### config.mk
export PLATFORM = sky130hd
export DESIGN_NAME = enemy_missile_dispatcher
export DESIGN_NICKNAME = d
export VERILOG_FILES = /design/src/rtl/enemy_missile_dispatcher.sv
export SDC_FILE = /design/constraint.sdc
export NUM_CORES = 1
export LEC_CHECK = 0
export CORE_MARGIN = 2
export CORE_UTILIZATION = 31
export DETAILED_ROUTE_END_ITERATION = 8
export PLACE_DENSITY = 0.5
export RECOVER_POWER = 25
export REMOVE_ABC_BUFFERS = 1
export SLEW_MARGIN = 20
export SYNTH_ARGS = -nofsm -noshare
export SYNTH_HDL_FRONTEND = slang
export SYNTH_SLANG_ARGS = --single-unit
### constraint.sdc
create_clock -name clk -period 2.2 [get_ports clk]
set_clock_uncertainty 0.15 [all_clocks]
set_input_delay 0.44 -clock clk [delete_from_list [all_inputs] [get_ports clk]]
set_output_delay 0.44 -clock clk [all_outputs]
set_load 0.01 [all_outputs]
### src/rtl/enemy_missile_dispatcher.sv
`default_nettype none
// ============================================================================
// Module   : enemy_missile_dispatcher
// Brief    : Paces enemy missile launches within a wave, samples the target
//            index, maps it to an impact x, picks the lowest free slot and
//            offers one launch record at a time over a valid/ack handshake.
// Revision : 1.0  initial release
// ============================================================================
module enemy_missile_dispatcher #(
  parameter int NUM_SLOTS      = 4,
  parameter int WAVE_COUNT     = 8,
  parameter int SPAWN_INTERVAL = 30,
  parameter int SCREEN_W       = 640,
  parameter int TGT_X0         = 120,
  parameter int TGT_X1         = 320,
  parameter int TGT_X2         = 520
) (
  input  logic                 clk,
  input  logic                 rst,
  input  logic                 enable,
  input  logic                 frame_tick,
  input  logic [2:0]           target_sel,
  input  logic [NUM_SLOTS-1:0] slot_busy,
  input  logic                 launch_ack,
  output logic                 launch_valid,
  output logic [2:0]           launch_slot,
  output logic [9:0]           launch_start_x,
  output logic [9:0]           launch_target_x,
  output logic [7:0]           launched_cnt,
  output logic                 wave_done
);

  localparam logic [7:0] c_interval = 8'(SPAWN_INTERVAL);
  localparam logic [7:0] c_wave     = 8'(WAVE_COUNT);
  localparam logic [9:0] c_sx_max   = 10'(SCREEN_W - 1);
  localparam logic [9:0] c_tgt_x0   = 10'(TGT_X0);
  localparam logic [9:0] c_tgt_x1   = 10'(TGT_X1);
  localparam logic [9:0] c_tgt_x2   = 10'(TGT_X2);

  typedef enum logic [2:0] {
    S_IDLE   = 3'd0,
    S_WAIT   = 3'd1,
    S_SELECT = 3'd2,
    S_LAUNCH = 3'd3,
    S_DONE   = 3'd4
  } state_t;

  state_t     r_state;
  state_t     w_state_next;

  logic [7:0] r_interval;
  logic [9:0] r_start_x;
  logic [2:0] r_slot;
  logic [9:0] r_launch_sx;
  logic [9:0] r_launch_tx;
  logic [7:0] r_cnt;

  logic       w_free_any;
  logic [2:0] w_free_idx;
  logic [9:0] w_tgt_x;
  logic       w_tsel_ok;
  logic       w_xfer;
  logic [7:0] w_cnt_inc;
  logic       w_last;
  logic       w_reload;
  logic       w_tick_dec;
  logic       w_capture;

  assign w_tsel_ok = (target_sel <= 3'd2);
  assign w_xfer    = (r_state == S_LAUNCH) && launch_ack;
  assign w_cnt_inc = r_cnt + 8'd1;
  assign w_last    = (w_cnt_inc == c_wave);

  // Lowest-index free slot: scan downwards so the lowest free index is written last.
  always_comb begin
    w_free_any = 1'b0;
    w_free_idx = 3'd0;
    for (int i = NUM_SLOTS - 1; i >= 0; i--) begin
      if (!slot_busy[i]) begin
        w_free_any = 1'b1;
        w_free_idx = 3'(i);
      end
    end
  end

  // Map the legal target indices onto their impact x-coordinates.
  always_comb begin
    w_tgt_x = 10'd0;
    case (target_sel)
      3'd0:    w_tgt_x = c_tgt_x0;
      3'd1:    w_tgt_x = c_tgt_x1;
      3'd2:    w_tgt_x = c_tgt_x2;
      default: w_tgt_x = 10'd0;
    endcase
  end

  // State register.
  always_ff @(posedge clk) begin
    if (rst) begin
      r_state <= S_IDLE;
    end else begin
      r_state <= w_state_next;
    end
  end

  // Next-state logic and datapath strobes.
  always_comb begin
    w_state_next = r_state;
    w_reload     = 1'b0;
    w_tick_dec   = 1'b0;
    w_capture    = 1'b0;
    case (r_state)
      S_IDLE: begin
        if (enable) begin
          w_state_next = S_WAIT;
          w_reload     = 1'b1;
        end
      end
      S_WAIT: begin
        if (!enable) begin
          w_state_next = S_IDLE;
        end else if (frame_tick) begin
          w_tick_dec = 1'b1;
          if (r_interval <= 8'd1) begin
            w_state_next = S_SELECT;
          end
        end
      end
      S_SELECT: begin
        if (!enable) begin
          w_state_next = S_IDLE;
        end else if (w_tsel_ok && w_free_any) begin
          w_capture    = 1'b1;
          w_state_next = S_LAUNCH;
        end
      end
      S_LAUNCH: begin
        // A record once offered is never withdrawn; exit only on transfer.
        if (launch_ack) begin
          if (w_last) begin
            w_state_next = S_DONE;
          end else if (!enable) begin
            w_state_next = S_IDLE;
          end else begin
            w_state_next = S_WAIT;
            w_reload     = 1'b1;
          end
        end
      end
      S_DONE: begin
        if (!enable) begin
          w_state_next = S_IDLE;
        end
      end
      default: begin
        w_state_next = S_IDLE;
      end
    endcase
  end

  // Start-x counter, launch pacing counter, payload capture and launch count.
  always_ff @(posedge clk) begin
    if (rst) begin
      r_start_x   <= 10'd0;
      r_interval  <= 8'd0;
      r_slot      <= 3'd0;
      r_launch_sx <= 10'd0;
      r_launch_tx <= 10'd0;
      r_cnt       <= 8'd0;
    end else begin
      r_start_x <= (r_start_x == c_sx_max) ? 10'd0 : r_start_x + 10'd1;

      if (w_reload) begin
        r_interval <= c_interval;
      end else if (w_tick_dec) begin
        r_interval <= r_interval - 8'd1;
      end

      if (w_capture) begin
        r_slot      <= w_free_idx;
        r_launch_tx <= w_tgt_x;
        r_launch_sx <= r_start_x;
      end

      if (r_state == S_IDLE) begin
        r_cnt <= 8'd0;
      end else if (w_xfer) begin
        r_cnt <= w_cnt_inc;
      end
    end
  end

  assign launch_valid    = (r_state == S_LAUNCH);
  assign wave_done       = (r_state == S_DONE);
  assign launch_slot     = r_slot;
  assign launch_start_x  = r_launch_sx;
  assign launch_target_x = r_launch_tx;
  assign launched_cnt    = r_cnt;

endmodule
`default_nettype wire

==> flow_summary.toml, run 1 <==
[sta]
grt_setup_unrepaired = "no"
post-route-period-util_pct = 96.5
fin_setup_tns_ns = 0
setup_viol = 0
whs_ns = 0.311
maxSlewHeadroom_pct = 63.1
worst_slew_pin_slew_ns = 0.553
fmax_ghz = 0.471
hold_violations = 0
fin_crit_ns = 2.12
slew_viol_final = 0

[yosys]
yosys.area.top_type = "dfxtp_1"
synth.area.mux_share_pct = 3.74
synth_compound_area_share_pct = 14.9
yosysMostFrequentCell = "dfxtp_1"
async_flop_share_pct = 0
netlist_area_um2 = 2410
synth_top_area_share_pct = 38.3
synth_edf_count = 0
synth_fa_ha_area_share_pct = 2.60
synth_xor_area_share_pct = 7.28
syn_inst = 269
synth_commonest_cells = "46 x dfxtp_1, 39 x nor2_1, 15 x a21oi_1, 15 x nand2_1, 15 x xor2_1"
yosys_warnings = 0
synth_cell_types = 59
synth.avg_cell_area_um2 = 8.95
synth_top_family_by_area = "simple AND/OR/NAND/NOR gates"
synth-seq-cells = 46
synthFlopType = "dfxtp_1"
synthSimpleGateAreaFrac_pct = 25.8
ys_top_cells_by_area = "dfxtp_1 38%, nor2_1 6.1%, xor2_1 5.5%, mux2i_1 3.7%, a21oi_1 3.1%"
yosysSeqAreaShare_pct = 38.3

[clock_tree]
clockBufferDepth = 2
htreeDepth = 2
postCtsSetupBuffers = 0
cts_root_buf = "clkbuf_8"
cts_buffers = 5
clkLatencyLatePin_ns = 0.30
clkTransAtPathRegs_ns = 0.09
cts_tree = "yes"
cts.sinks = 46

[power_and_ir_drop]
p_per_area_nw_per_um2 = 604
power_mw = 1.94
ir_drop_mv = 0.262
cellLeakagePower_nw = 1.24

[outcome]
outcome = "complete, no violations"

[global_routing]
gr-total-overflow = 0
grt_pass1_wl_mm = 9.24
grt_pass1_vias = 1993
antenna_found_initial = 0
track_usage_pct = 13.4
grt_start_max_net_pins = 25

[floorplanning]
die_area_um2 = 8490
die_w_um = 92.1
core_area_um2 = 7610
die_h_um = 92.1
ioPinCount = 45
rows = 32
start_util_pct = 31.6

[critical_path]
reg2reg_depth = 5
cp.arrival_ns = 2.19
cp.required_ns = 2.26
endpoint_kind = "register"
crit_path_start_kind = "input pin"
critPathKind = "in -> reg"
critPathMaxFanout = 3

[hold_path]
holdPathStages = 2
hold_class = "reg -> reg"

[detailed_routing]
first_iter_violations = 44
viasPerCell = 4.75
first_pass_iters = 4
drc_errors = 0
wl_mm = 5.38
vias = 2071
wl_per_cell_um = 12.3
drtAntennaViolNets = 0

[flow_run]
cap_violations = 0

[place]
place.gp.congestion = 0.751
dp_hpwl_mm = 3.92
port_buffers = 39

[final_layout]
diodes = 0
nNetsFinal = 350
nFillCells = 795
drive_above_1_share_pct = 18.6
syn2layout_area_growth_pct = 33.4
[repair_timing]
action | in CTS | in global routing
hold buffers | 0 | 0
resized for setup | 4 | 9
pin swaps | 1 | 1
cloned | 0 | 0
setup endpoints to repair | 3 | 9
[placed cells by master (no fill, tap or decap), types with 6 or more instances in the layout]
| cell type | count |
|---|---|
| o21ai_0 | 6 |
| dfxtp_1 | 41 |
| mux2i_1 | 9 |
| buf_4 | 24 |
| nor2_1 | 39 |
| nand2_1 | 15 |
| nand4_1 | 6 |
| clkdlybuf4s50_1 | 37 |
| nor3_1 | 6 |
| nand3_1 | 9 |
| a21oi_1 | 15 |
| xor2_1 | 15 |
| a211oi_1 | 7 |
| inv_1 | 9 |
| clkbuf_8 | 6 |
[power by group]
part	switching [mW]	internal, mW	total, mW
registers	0.0607	0.879	0.939
clock network	0.294	0.253	0.547
logic	0.232	0.220	0.452
[worst max-delay path: stages]
cell and delay, ns:
clkdlybuf4s50_1 0.49, or2b_1 0.26, nor4_4 0.29, o31ai_2 0.10, or4_1 0.42, o31ai_2 0.18
[routing by layer]
| layer | global-route usage (%) | up-vias | wire length (µm) |
|---|---|---|---|
| li1 | - | 1073 | - |
| met1 | 16.9 | 965 | 2570 |
| met2 | 22.5 | 31 | 2610 |
| met3 | 3.37 | 2 | 170 |
| met4 | 3.73 | 0 | 30 |
| met5 | 0 | - | 0 |
[final cells by class]
cell class              count  area [µm²]  area share (%)
multi-input cells         200        1370            42.6
flip-flops and latches     46         927            28.9
repair buffers             71         659            20.5
well taps                 102         128            3.98
clock buffers               6        82.6            2.57
inverters                   9        33.8            1.05
clock inverters             2        12.5           0.390
[per-stage QoR]
| stage | utilization (%) | worst slack (ns) | area [µm²] | instances |
|---|---|---|---|---|
| 3_3_place_gp | 40.4 | -0.164 | 3080 | 428 |
| 2_1_floorplan | - | -0.114 | 2280 | 255 |
| 6_report | 42.2 | 0.0771 | 3210 | 436 |
| 4_1_cts | 41.7 | 0.0132 | 3170 | 436 |
| 5_1_grt | 42.2 | 0.000786 | 3210 | 436 |
| 3_5_place_dp | 40.4 | -0.200 | 3080 | 428 |
[path summary, 6_finish.rpt]
check	startpoint	end	slack (ns)
max	frame_tick	r_state[2]$_SDFFE_PP0P_	0.08
min	launch_slot[0]$_SDFFE_PP0P_	launch_slot[0]$_SDFFE_PP0P_	0.31
max reg2reg	r_interval[4]$_SDFFE_PP0P_	r_state[2]$_SDFFE_PP0P_	0.10
min reg2reg	launch_slot[0]$_SDFFE_PP0P_	launch_slot[0]$_SDFFE_PP0P_	0.31
[state kept, by name, summed over array words and instances, names as in the netlist]
register,count
launch_start_x,10
r_state,3
launch_slot,2
launch_target_x,5
r_start_x,10
r_interval,8
launched_cnt,8
[cells by family (layout without fill, tap and decap cells)]
| logic type | after synthesis | after routing |
|---|---|---|
| mux | 9 | 9 |
| compound gates | 49 | 49 |
| buf+inv | 27 | 88 |
| xor+xnor | 20 | 20 |
| fa+ha+maj | 5 | 5 |
| other cells | 1 | 5 |
| simple gates | 112 | 112 |
| flops | 46 | 46 |
Note: power is estimated with default switching activity, not from simulation.
==> run 2: changes to the inputs <==
--- a/config.mk
+++ b/config.mk
@@ -7,11 +7,11 @@
 export LEC_CHECK = 0
 export CORE_MARGIN = 2
 export CORE_UTILIZATION = 31
+export CTS_BUF_LIST = sky130_fd_sc_hd__clkbuf_16
 export DETAILED_ROUTE_END_ITERATION = 8
 export PLACE_DENSITY = 0.5
 export RECOVER_POWER = 25
 export REMOVE_ABC_BUFFERS = 1
-export SLEW_MARGIN = 20
 export SYNTH_ARGS = -nofsm -noshare
 export SYNTH_HDL_FRONTEND = slang
 export SYNTH_SLANG_ARGS = --single-unit
==> run 2 against run 1 <==
Against the previous run: die area unchanged; cell count unchanged; sequential power about the same; clock-buffer cell count down 1; power up 10%.
==> flow_summary.toml, run 2 (same netlist as run 1, synthesis figures left out) <==
[detailed_routing]
vias = 2087
wl_mm = 5.39
first_pass_iters = 4
wl_met1_mm = 2.52
first_iter_violations = 53
dr_wl_met2_mm = 2.61
wl_met3_um = 217
drtAntennaViolNets = 0
drc_errors = 0
maxUsedRoutingLayer = "met4"
wl_per_cell_um = 12.4
viasPerCell = 4.79

[place]
dp_hpwl_mm = 3.92
place.gp.congestion = 0.751
post_dp_cell_area_um2 = 3080
dp_cells = 428
port_buffers = 39

[global_routing]
grt_pass1_wl_mm = 9.23
antenna_found_initial = 0
grt_start_max_net_pins = 25
grt_pass1_vias = 1996
track_usage_pct = 13.3
gr-total-overflow = 0

[critical_path]
cp.arrival_ns = 2.19
path_cells = "clkdlybuf4s50_1 > or2b_1 > nor4_4 > o31ai_2 > or4_4 > o31ai_2"
crit_path_start_kind = "input pin"
cpMaxStageDelayCell = "clkdlybuf4s50_1"
critPathMaxFanout = 3
reg2reg_to = "r_state[2]$_SDFFE_PP0P_"
reg2reg_depth = 5
crit_top_cell = "o31ai_2"
endpoint_kind = "register"
worst_r2r_startpoint = "r_interval[4]$_SDFFE_PP0P_"
cp.required_ns = 2.25
rrSetupSlack_ns = 0.09
cpPeakStageDelay_ns = 0.49
critPathKind = "in -> reg"

[power_and_ir_drop]
p_sw_share_pct = 28.9
combPwrFrac_pct = 21.4
seq_power_share_pct = 44.1
p_clk_share_pct = 34.5
ir_drop_mv = 0.293
p_per_area_nw_per_um2 = 653
cellLeakagePower_nw = 1.30
power_mw = 2.13
p_int_mw = 1.52
switchingPower_mw = 0.615

[floorplanning]
ioPinCount = 45
die_h_um = 92.1
start_util_pct = 31.6
core_area_um2 = 7610
rows = 32
die_area_um2 = 8490
die_w_um = 92.1

[sta]
fmax_ghz = 0.466
maxSlewHeadroom_pct = 63.2
grt_setup_unrepaired = "yes"
whs_ns = 0.308
slew_viol_final = 0
hold_violations = 0
setup_viol = 0
post-route-period-util_pct = 97.5
fin_crit_ns = 2.15
worst_slew_pin_slew_ns = 0.552

[clock_tree]
cts_buffers = 5
cts_tree = "yes"
clockBufferDepth = 2
clkTransAtPathRegs_ns = 0.06
cts.sinks = 46
clkLatencyLatePin_ns = 0.28
cts_root_buf = "clkbuf_16"
postCtsSetupBuffers = 0
htreeDepth = 2
cts_hold_buf = 0

[outcome]
outcome = "complete, no violations"

[hold_path]
holdPathStages = 2
hold_class = "reg -> reg"
hp-start = "launch_slot[0]$_SDFFE_PP0P_"
whs_endpoint = "launch_slot[0]$_SDFFE_PP0P_"

[final_layout]
drive_above_1_share_pct = 18.3
nNetsFinal = 350
syn2layout_area_growth_pct = 35.5
layout_commonest_cell = "dfxtp_1"
most-common-layout-cells = "43 x dfxtp_1, 39 x nor2_1, 33 x clkdlybuf4s50_1, 27 x buf_4"
diodes = 0
layout.cells.non_filler = 436
fin_util_pct = 42.9
postLayoutCellArea_um2 = 3260

[flow_run]
cap_violations = 0
run 2: cell types whose count changed in the layout (fill, tap and decap cells not counted), moves of 2 or more:
| cell | delta |
|---|---|
| buf_4 | +3 |
| dfxtp_2 | -2 |
| clkbuf_16 | +5 |
| dfxtp_1 | +2 |
| clkbuf_8 | -6 |
| dlygate4sd3_1 | +4 |
| clkdlybuf4s50_1 | -4 |
run 2: layout make-up:
type / instances / area (µm²)
Sequential cell: 46 / 925
Clock buffer: 5 / 125
Inverter: 9 / 33.8
Fill cell: 791 / 4350
Multi-Input combinational cell: 200 / 1370
Tap cell: 102 / 128
Clock inverter: 3 / 16.3
Timing Repair Buffer: 71 / 663
run 2: timing repair:
item | 4_1_cts | 5_1_grt
setup endpoints to repair | 2 | 10
cloned | 0 | 0
pin swaps | 1 | 1
resized for setup | 3 | 8
run 2: layer usage:
| layer | track usage (%) | up-vias |
|---|---|---|
| li1 | - | 1075 |
| met1 | 16.8 | 962 |
| met2 | 22.7 | 46 |
| met3 | 3.12 | 4 |
| met4 | 3.73 | 0 |
| met5 | 0 | - |
run 2: how the worst max path moves through the flow:
stage                         endpoint                    startpoint  slack, ns
5_1_grt        r_state[2]$_SDFFE_PP0P_                    frame_tick      -0.02
2_1_floorplan  r_state[2]$_SDFFE_PP0P_  launched_cnt[0]$_SDFFE_PP0P_      -0.11
3_5_place_dp   r_state[2]$_SDFFE_PP0P_                        enable      -0.20
4_1_cts                   launch_valid       r_state[2]$_SDFFE_PP0P_       0.02
6_report       r_state[2]$_SDFFE_PP0P_                    frame_tick       0.05
3_3_place_gp   r_state[2]$_SDFFE_PP0P_                        enable      -0.16
run 2: power by group through the flow:
| stage | registers (mW) | logic [mW] | clock network, mW |
|---|---|---|---|
| after floorplan | 0.945 | 0.285 | 0 |
| after global placement | 0.954 | 0.457 | 0 |
| after detailed placement | 0.954 | 0.459 | 0 |
| after CTS | 0.938 | 0.462 | 0.766 |
| after global routing | 0.945 | 0.511 | 0.794 |
| final | 0.940 | 0.456 | 0.735 |
run 2: through the flow:
step / setup TNS (ns) / setup WS, ns
global route: -0.0225 / -0.0225
floorplan: -0.243 / -0.114
CTS: 0 / 0.0197
finish: 0 / 0.0546
detailed placement: -1.39 / -0.200
global placement: -1.18 / -0.164
run 2: critical path, delay by kind of cell:
kind | cells | cell delay [ns]
simple gates | 3 | 0.97
buf+inv | 1 | 0.49
compound gates | 2 | 0.29
